File: config.mk
export PLATFORM = sky130hd
export DESIGN_NAME = trap_ctrl
export DESIGN_NICKNAME = d
export VERILOG_FILES = /design/src/rtl/trap_ctrl.sv
export SDC_FILE = /design/constraint.sdc
export NUM_CORES = 1
export LEC_CHECK = 0
export CAP_MARGIN = 15
export CORE_ASPECT_RATIO = 1.2
export CORE_MARGIN = 2
export CORE_UTILIZATION = 25
export CTS_BUF_LIST = sky130_fd_sc_hd__clkbuf_8
export DETAILED_ROUTE_END_ITERATION = 8
export DONT_BUFFER_PORTS = 1
export PLACE_DENSITY = 0.42
export SKIP_CTS_REPAIR_TIMING = 1
export SYNTH_ARGS = -nofsm -noshare
export SYNTH_HDL_FRONTEND = slang
export SYNTH_SLANG_ARGS = --single-unit
File: constraint.sdc
create_clock -name clk -period 2.81 [get_ports clk]
set_input_delay 0.7025 -clock clk [delete_from_list [all_inputs] [get_ports clk]]
set_output_delay 0.7025 -clock clk [all_outputs]
set_load 0.05 [all_outputs]
File: src/rtl/trap_ctrl.sv
// Vectored trap controller: arbitrates ID-stage exceptions, mret and maskable IRQs.
// Define IRQ_EDGE_EN for edge-latched pending interrupts; the default build is level-sensitive.
module trap_ctrl #(
  parameter int          N_IRQ          = 4,
  parameter logic [15:0] EXC_VEC        = 16'h0200,
  parameter logic [15:0] FATAL_VEC      = 16'h0300,
  parameter logic [15:0] IRQ_VEC_BASE   = 16'h0030,
  parameter logic [15:0] IRQ_VEC_STRIDE = 16'h0010
) (
  input  logic             clk,
  input  logic             rst,
  input  logic [N_IRQ-1:0] irq,
  input  logic             mask_we,
  input  logic [N_IRQ-1:0] mask_wdata,
  input  logic             bad_instr,
  input  logic             illegal_pc,
  input  logic             illegal_mem,
  input  logic             mret,
  input  logic [15:0]      cur_pc,
  input  logic             stall,
  output logic             redirect,
  output logic [15:0]      redirect_pc,
  output logic             flush,
  output logic [1:0]       mode,
  output logic [15:0]      epc,
  output logic [3:0]       cause,
  output logic [N_IRQ-1:0] irq_ack,
  output logic [N_IRQ-1:0] mask,
  output logic             double_fault
);

  typedef enum logic {RUN, COOL} state_t;

  localparam logic [1:0] MODE_KERNEL = 2'b00;
  localparam logic [1:0] MODE_USER   = 2'b01;

  state_t           state_q, state_d;
  logic [1:0]       mode_q, mode_d;
  logic [15:0]      epc_q, epc_d;
  logic [3:0]       cause_q, cause_d;
  logic             double_fault_q, double_fault_d;
  logic [N_IRQ-1:0] mask_q, mask_d;
  logic             redirect_q, redirect_d;
  logic             flush_q, flush_d;
  logic [15:0]      redirect_pc_q, redirect_pc_d;
  logic [N_IRQ-1:0] irq_ack_q, irq_ack_d;

  logic [N_IRQ-1:0] pending_eff;
  logic [N_IRQ-1:0] irq_take;
  logic [N_IRQ-1:0] irq_sel;
  logic [2:0]       irq_idx;
  logic             irq_found;
  logic             exc_hit;
  logic [3:0]       exc_cause;

`ifdef IRQ_EDGE_EN
  logic [N_IRQ-1:0] pending_q, pending_d;
  logic [N_IRQ-1:0] irq_prev_q, irq_prev_d;

  // A rising edge counts in the cycle it appears, then stays latched until acked.
  always_comb begin
    pending_eff = pending_q | (irq & ~irq_prev_q);
    irq_prev_d  = irq;
    pending_d   = pending_eff & ~irq_ack_d;
  end

  always_ff @(posedge clk) begin
    if (!rst) begin
      pending_q  <= '0;
      irq_prev_q <= '0;
    end else begin
      pending_q  <= pending_d;
      irq_prev_q <= irq_prev_d;
    end
  end
`else
  always_comb begin
    pending_eff = irq;
  end
`endif

  always_comb begin
    irq_take  = pending_eff & mask_q;
    irq_sel   = '0;
    irq_idx   = '0;
    irq_found = 1'b0;
    for (int i = 0; i < N_IRQ; i++) begin
      if (irq_take[i] && !irq_found) begin
        irq_found  = 1'b1;
        irq_idx    = 3'(i);
        irq_sel[i] = 1'b1;
      end
    end

    exc_hit   = bad_instr | illegal_pc | illegal_mem;
    exc_cause = bad_instr ? 4'd1 : (illegal_pc ? 4'd2 : 4'd3);
  end

  always_comb begin
    state_d        = state_q;
    mode_d         = mode_q;
    epc_d          = epc_q;
    cause_d        = cause_q;
    double_fault_d = double_fault_q;
    mask_d         = mask_we ? mask_wdata : mask_q;
    redirect_d     = 1'b0;
    flush_d        = 1'b0;
    redirect_pc_d  = '0;
    irq_ack_d      = '0;

    if (!stall) begin
      if (state_q == COOL) begin
        state_d = RUN;
      end else if (exc_hit) begin
        redirect_d = 1'b1;
        flush_d    = 1'b1;
        cause_d    = exc_cause;
        state_d    = COOL;
        if (mode_q == MODE_USER) begin
          redirect_pc_d = EXC_VEC;
          epc_d         = cur_pc;
          mode_d        = MODE_KERNEL;
        end else begin
          redirect_pc_d  = FATAL_VEC;
          double_fault_d = 1'b1;
        end
      end else if (mret && mode_q == MODE_KERNEL) begin
        redirect_d    = 1'b1;
        flush_d       = 1'b1;
        redirect_pc_d = epc_q;
        mode_d        = MODE_USER;
        cause_d       = 4'd0;
        state_d       = COOL;
      end else if (mode_q == MODE_USER && irq_found) begin
        redirect_d    = 1'b1;
        flush_d       = 1'b1;
        redirect_pc_d = IRQ_VEC_BASE + 16'(irq_idx) * IRQ_VEC_STRIDE;
        epc_d         = cur_pc;
        cause_d       = 4'd8 + {1'b0, irq_idx};
        mode_d        = MODE_KERNEL;
        irq_ack_d     = irq_sel;
        state_d       = COOL;
      end
    end
  end

  always_ff @(posedge clk) begin
    if (!rst) begin
      state_q        <= RUN;
      mode_q         <= MODE_KERNEL;
      epc_q          <= '0;
      cause_q        <= '0;
      double_fault_q <= 1'b0;
      mask_q         <= '0;
      redirect_q     <= 1'b0;
      flush_q        <= 1'b0;
      redirect_pc_q  <= '0;
      irq_ack_q      <= '0;
    end else begin
      state_q        <= state_d;
      mode_q         <= mode_d;
      epc_q          <= epc_d;
      cause_q        <= cause_d;
      double_fault_q <= double_fault_d;
      mask_q         <= mask_d;
      redirect_q     <= redirect_d;
      flush_q        <= flush_d;
      redirect_pc_q  <= redirect_pc_d;
      irq_ack_q      <= irq_ack_d;
    end
  end

  assign redirect     = redirect_q;
  assign redirect_pc  = redirect_pc_q;
  assign flush        = flush_q;
  assign mode         = mode_q;
  assign epc          = epc_q;
  assign cause        = cause_q;
  assign irq_ack      = irq_ack_q;
  assign mask         = mask_q;
  assign double_fault = double_fault_q;

endmodule
==> results of run 1 <==
## routing by layer
metal / share of wire (%) / up-vias / GRT usage [%]
li1: - / 611 / -
met1: 39 / 553 / 11.98
met2: 48 / 62 / 18.75
met3: 12 / 5 / 5.871
met4: 1.3 / 0 / 3.814
met5: 0 / - / 0
## metrics by stage
| stage | power [mW] | util [%] | worst slack, ps |
|---|---|---|---|
| after CTS | 1.248 | 28.27 | 752.9 |
| after floorplan | 0.8287 | - | 730.2 |
| after global placement | 0.8492 | 27.03 | 476.1 |
| final | 1.225 | 28.27 | 738.9 |
| after detailed placement | 0.8492 | 27.03 | 433.6 |
| after global routing | 1.300 | 28.27 | 656.2 |
## cell usage in the layout (no fill, tap or decap), drive strengths merged, types with 4 or more instances in the layout
cell type  count
o21ai          6
mux2i         20
a21oi          7
nor2          27
clkinv         4
buf            8
and2          12
dfxtp         47
clkbuf         5
nor3           5
nand2         12
## state kept, by name (all words and copies together), names as in the netlist
name          flops
epc              16
redirect_pc      16
irq_ack           4
mask              4
cause             3
double_fault      1
flush             1
mode              1
state_q           1
## where the power goes
part           switching (mW)  internal [mW]  total [mW]
registers              0.0428          0.681       0.724
clock network           0.222          0.171       0.393
logic                  0.0729         0.0350       0.108
## layout make-up
class / count / area (um^2) / area share [%]
timing repair buffer: 8 / 60.06 / 3.137
tap: 87 / 108.9 / 5.686
sequential: 47 / 940.9 / 49.15
clock inverter: 3 / 15.01 / 0.7843
clock buffer: 5 / 68.82 / 3.595
multi-input combinational: 115 / 709.4 / 37.06
inverter: 3 / 11.26 / 0.5882
## worst max-delay path, delay by kind of cell
family / cells / cell delay [ps]
compound gates: 1 / 690
simple gates: 2 / 540
mux: 1 / 310
## kinds of logic after synthesis
logic type | Yosys count
AO/OA/AOI/OAI | 27
adder cells (fa/ha/maj) | 1
buffers and inverters | 15
flip-flops | 47
multiplexers | 20
other | 1
AND/OR/NAND/NOR | 65
## worst paths after layout
kind              endpoint  slack [ps]  depth (start not counted)
setup / recovery    epc[0]         740                          4
hold / removal     state_q         480                          2
setup reg to reg    epc[0]         910                          4
hold reg to reg    state_q         480                          2
==> out/qor.yml, run 1 <==
grt_pass1_vias: 1238
synth-compound-area-share_pct: 10.50
worst-path-max-fanout: 16
start_util_pct: 25.68
via_count: 1231
final-hold-violation-count: 0
clk_pin_slew_ps: 90
synth_top_area_share_pct: 54.10
worstHoldStart: "state_q"
slew_headroom_pct: 30.11
die-width_um: 80.14
cts-root-buf: "clkbuf_8"
syn_inst: 176
finalSetupViolCount: 0
power-per-cell-area_mw_per_mm2: 640.0
gp_congestion: 0.6550
place_area_mm2: 0.001831
routed_wl_um: 4077
placementRows: 33
max_freq_mhz: 482.8
synthTopCellsByArea: "dfxtp_1, mux2i_1, nor2_1"
fin_crit_ps: 2071
cpPeakStageDelay_ps: 690
dp.cells: 260
die_h_um: 95.37
final_area_mm2: 0.001914
crit_type: "in -> reg"
drc: 0
layout-drive-gt1-share_pct: 9.392
yosysUniqueCellTypes: 35
min_path_type: "reg -> reg"
synth_top_cell_by_area: "dfxtp_1"
syn-cell-area_mm2: 0.001739
timing.hold.ws_ps: 476.8
synth_xor_area_share_pct: 0
setup-tns-final_ps: 0
crit_slowest_cell: "o311a_1"
numCtsBuffers: 5
place.port_buffers: 0
status: "finished clean"
final.period_utilization_pct: 73.70
maxCapViolCount: 0
nets: 213
grt_pass1_wl_um: 6389
async_reset_ff_share_pct: 0
r2r-start: "mask[1]"
dp_hpwl_um: 3057
critPathArrivalTime_ps: 2250
grt_use_total_pct: 11.16
final_antenna_net_count: 0
design.die.area_mm2: 0.007643
htreeDepth: 2
dr.pass1.iters: 4
power.leakage_nw: 0.7021
worst_ep_required_time_ps: 2990
crit_path_start_kind: "input port"
grt_max_degree: 20
layoutNonFillerInstCount: 268
wire_per_inst_um: 15.21
cts_tree: "built"
ys_seq_area_share_pct: 54.10
synth-main-ff-cell: "dfxtp_1"
grt_remaining_overflow: 0
worstSkewPairLatency_ps: 290
synth.most_common_cell: "dfxtp_1"
rsz0062_at_grt: "false"
drv_slew: 0
area_growth_pct: 10.07
grt_antenna_before_repair: 0
synth_top_family_by_area: "simple AND/OR/NAND/NOR gates"
syn_avg_cell_area_um2: 9.882
path_cells: "or3_1 -> o311a_1 -> mux2i_1 -> nor2_1"
cp-startpoint: "bad_instr"
n_fill_cell: 736
diodes: 0
max-vdd-ir-drop_v: 0.0002075
yosys-top-cells-count: "dfxtp_1, nor2_1, mux2i_1"
worstMarginPinSlew_ps: 1048
drt_iter0_markers: 33
pin_count: 81
cts.sinks: 47
synth_mux_area_share_pct: 11.51
core_area_mm2: 0.006771
synth_edf_count: 0
cp-end-kind: "register"
yosys.area_share.simple_pct: 17.63
viasPerCell: 4.593
ys_ff_latch: 47
yosys_warnings: 0
fin_worst_skew_ps: 7.429
cts_max_path_buffers: 2
synthAdderAreaFrac_pct: 0.7194
Note: power is estimated with default switching activity, not from simulation.
==> run 2, diff against run 1 <==
Settings changed: PLACE_DENSITY 0.42 to 0.44.
Clock period 2.81 ns to 1.7 ns, I/O delays scaled along.
==> run 2 against run 1 <==
Against the previous run: first-iteration DRC count down 6.1%; global-route usage about the same; register-to-register slack worse by 710 ps; sequential cell count unchanged; final cell count up 2.6%; worst hold slack worse by 240 ps; non-clock buffer count up 7; critical path depth unchanged.
==> out/qor.yml, run 2 (synthesized netlist as in run 1, its figures left out) <==
r2r_setup_slack_ps: 200
grt_remaining_overflow: 0
grt_antenna_before_repair: 0
dp.cells: 267
wire_per_inst_um: 15.62
die-width_um: 80.14
area_growth_pct: 17.70
place_area_mm2: 0.001911
layout-drive-gt1-share_pct: 13.83
fin_worst_skew_ps: 11.91
diodes: 0
place.port_buffers: 0
min_path_type: "in -> reg"
final-hold-violation-count: 0
routed_wl_um: 4295
power.leakage_nw: 0.7594
drt_iter0_markers: 31
path_cells: "a22o_2 -> o31a_1 -> or4_1 -> a21oi_1"
r2r-start: "mask[1]"
pre_cts_ws_ps: -8.794
path_delay_family: "compound AO/OA/AOI/OAI gates"
grt_pass1_wl_um: 6396
clk_pin_slew_ps: 90
drv_slew: 0
setup-tns-final_ps: 0
report.power.total_mw: 2.364
numCtsBuffers: 5
grt_max_degree: 17
final.period_utilization_pct: 88.25
pin_count: 81
final_area_mm2: 0.002047
critPathArrivalTime_ps: 1730
r2r_end: "cause[1]"
worstMarginPinSlew_ps: 577.1
grt_use_total_pct: 11.19
cpPeakStageDelay_ps: 400
dp_hpwl_um: 3203
placementRows: 33
power-per-cell-area_mw_per_mm2: 1155
maxCapViolCount: 0
start_util_pct: 25.68
cts-root-buf: "clkbuf_8"
reg2reg_depth: 4
max_freq_mhz: 666.5
cts.sinks: 47
layout_common_cells: "dfxtp_1, nor2_1, mux2i_1"
status: "finished clean"
layoutNonFillerInstCount: 275
core_area_mm2: 0.006771
layout_commonest_cell: "dfxtp_1"
drc: 0
critPathBufInv: 0
slew_headroom_pct: 61.47
crit_path_start_kind: "register"
max-vdd-ir-drop_v: 0.0003211
die_h_um: 95.37
grt_pass1_vias: 1169
worst-path-max-fanout: 4
final_antenna_net_count: 0
gp_congestion: 0.6935
cts_max_path_buffers: 2
worst_slack_ps: 199.7
viasPerCell: 4.582
holdPathStages: 2
fin_crit_ps: 1500
cp-end-kind: "register"
via_count: 1260
htreeDepth: 2
finalSetupViolCount: 0
worstSkewPairLatency_ps: 300
cts_tree: "built"
nets: 220
crit_type: "reg -> reg"
design.die.area_mm2: 0.007643
worstHoldStart: "rst"
worst_ep_required_time_ps: 1930
hold_end: "cause[3]"
crit_slowest_cell: "or4_1"
dr.pass1.iters: 4
rsz0062_at_grt: "false"
run 2: cell count changes in the layout (fill, tap and decap cells not counted):
| cell | delta |
|---|---|
| bufinv_16 | +2 |
| clkinv_2 | -3 |
| buf_12 | +2 |
| clkinvlp_4 | +1 |
| dfxtp_1 | -2 |
| dfxtp_2 | +2 |
| buf_4 | +5 |
run 2: per-layer routing:
metal	global-route usage, %	vias to the layer above	share of wire [%]
met4	4.237	0	1.6
li1	-	619	-
met5	0	-	0
met1	12.66	577	41
met3	4.924	6	9.6
met2	18.54	58	48
run 2: area by class of cell:
type                       count  area [um^2]
tap                           87        108.9
sequential                    47        943.4
multi-input combinational    115        709.4
inverter                       3        11.26
fill                         721         4725
clock buffer                   5        68.82
timing repair buffer          15        137.6
clock inverter                 3        67.56
run 2: how the worst max path moves through the flow:
stage                         start          to  slack, ps  cells after the start
after floorplan           bad_instr      epc[4]       -100                      7
after detailed placement  bad_instr  irq_ack[3]         -9                      4
after global routing        mask[3]    cause[1]         90                      4
after global placement    bad_instr  irq_ack[2]         30                      4
final                       mask[1]    cause[1]        200                      4
after CTS                   mask[1]      epc[1]        180                      5
run 2: power by group:
part | switching [mW] | total, mW | internal, mW
Clock | 0.389 | 0.975 | 0.587
Combinational | 0.119 | 0.186 | 0.0676
Sequential | 0.0758 | 1.20 | 1.13
run 2: stage by stage:
step | utilization (%) | hold WS [ps]
global route | 30.23 | 225.9
CTS | 30.23 | 225.7
detailed placement | 28.22 | 465.5
global placement | 28.22 | 464.8
floorplan | - | 449.8
finish | 30.23 | 234.4
run 2: worst register-to-register path, delay by kind of cell, from the launching register on:
kind / cells / cell delay (ps)
compound gates: 3 / 700
flops: 1 / 340
simple gates: 1 / 400
==> run 3, diff against run 2 <==
Settings changed: CTS_CLUSTER_SIZE set to 40, SETUP_SLACK_MARGIN set to 0.3.
==> run 3 against run 2 <==
Against the previous run: register-to-register slack hardly changed; critical path type unchanged; final area rose by 4.5%; non-clock buffer count is the same; wire length up 1.2%; largest power group unchanged; fmax about the same; clock skew decreased by 6.7 ps.
==> out/qor.yml, run 3 (synthesized netlist as in run 1, its figures left out) <==
cts_tree: "built"
pre_cts_ws_ps: -11.75
pin_count: 81
ff_latch_area_um2: 977.2
core_area_mm2: 0.006771
routed_wl_um: 4345
crit_path_start_kind: "register"
start_util_pct: 25.68
worst_ep_required_time_ps: 1890
n_fill_cell: 725
multiInputGateArea_um2: 749.5
place_area_mm2: 0.001907
grt_max_degree: 18
gp_congestion: 0.6979
layout-drive-gt1-share_pct: 29.79
die-width_um: 80.14
cp-end-kind: "register"
report.power.total_mw: 2.368
worst-path-max-fanout: 8
design.die.area_mm2: 0.007643
final_antenna_net_count: 0
via_count: 1304
viasPerCell: 4.742
final_area_mm2: 0.002138
htreeDepth: 2
maxCapViolCount: 0
max_freq_mhz: 666.5
diodes: 0
dp_hpwl_um: 3208
power-per-cell-area_mw_per_mm2: 1108
cts.sinks: 47
dr.pass1.iters: 3
max-vdd-ir-drop_v: 0.0004146
die_h_um: 95.37
worstSkewPairLatency_ps: 290
grt_pass1_wl_um: 6375
fin_worst_skew_ps: 5.242
timing.hold.ws_ps: 229.4
area_growth_pct: 22.95
final-hold-violation-count: 0
rsz0062_at_grt: "true"
drv_slew: 0
nets: 220
layout_common_cells: "nor2_1, dfxtp_2, dfxtp_1"
finalSetupViolCount: 0
final.period_utilization_pct: 88.26
drc: 0
status: "finished clean"
numCtsBuffers: 5
place.port_buffers: 0
grt_remaining_overflow: 0
crit_type: "reg -> reg"
cts-root-buf: "clkbuf_8"
drt_iter0_markers: 28
placementRows: 33
fin_crit_ps: 1500
min_path_type: "in -> reg"
cts_max_path_buffers: 2
setup-tns-final_ps: 0
grt_use_total_pct: 11.06
grt_antenna_before_repair: 0
clk_pin_slew_ps: 90
critPathArrivalTime_ps: 1690
grt_pass1_vias: 1190
worst_slack_ps: 199.6
wire_per_inst_um: 15.80
power.leakage_nw: 0.7884
r2r_setup_slack_ps: 200
-- run 3: path summary, 6_finish.rpt --
check,endpoint,depth (start not counted),from
max,epc[3],5,mask[2]
max reg2reg,epc[3],5,mask[2]
min,cause[3],2,rst
min reg2reg,irq_ack[3],2,mask[3]
-- run 3: per-stage QoR --
step,util [%],cells
final,31.58,275
after floorplan,-,177
after CTS,30.17,273
after detailed placement,28.16,265
after global placement,28.16,265
after global routing,31.58,275
-- run 3: final cells by class --
cell class,instances,share of cell area [%]
clock buffers,5,3.218
clock inverters,3,3.160
inverters,3,0.5266
multi-input cells,115,35.05
flip-flops and latches,47,45.70
well taps,87,5.091
repair buffers,15,7.256
-- run 3: worst max-delay path, stage by stage, from the launching register on --
cell	delay, ps
dfxtp_2	350
a22o_1	240
o311a_4	400
clkbuf_16	180
mux2i_1	170
nor2_1	60
-- run 3: power breakdown --
part | switching [mW] | internal (mW)
combinational | 0.121 | 0.0724
sequential | 0.0777 | 1.13
clock | 0.382 | 0.586
total | 0.581 | 1.79
-- run 3: routing by layer --
metal  GRT usage, %  up-vias  share of wire, %  routed length (um)
li1               -      629                 -                   -
met1          12.67      616                41                1803
met2          18.82       53                48                2084
met3          4.167        6               9.3                 404
met4          3.814        0               1.2                  53
met5              0        -                 0                   0
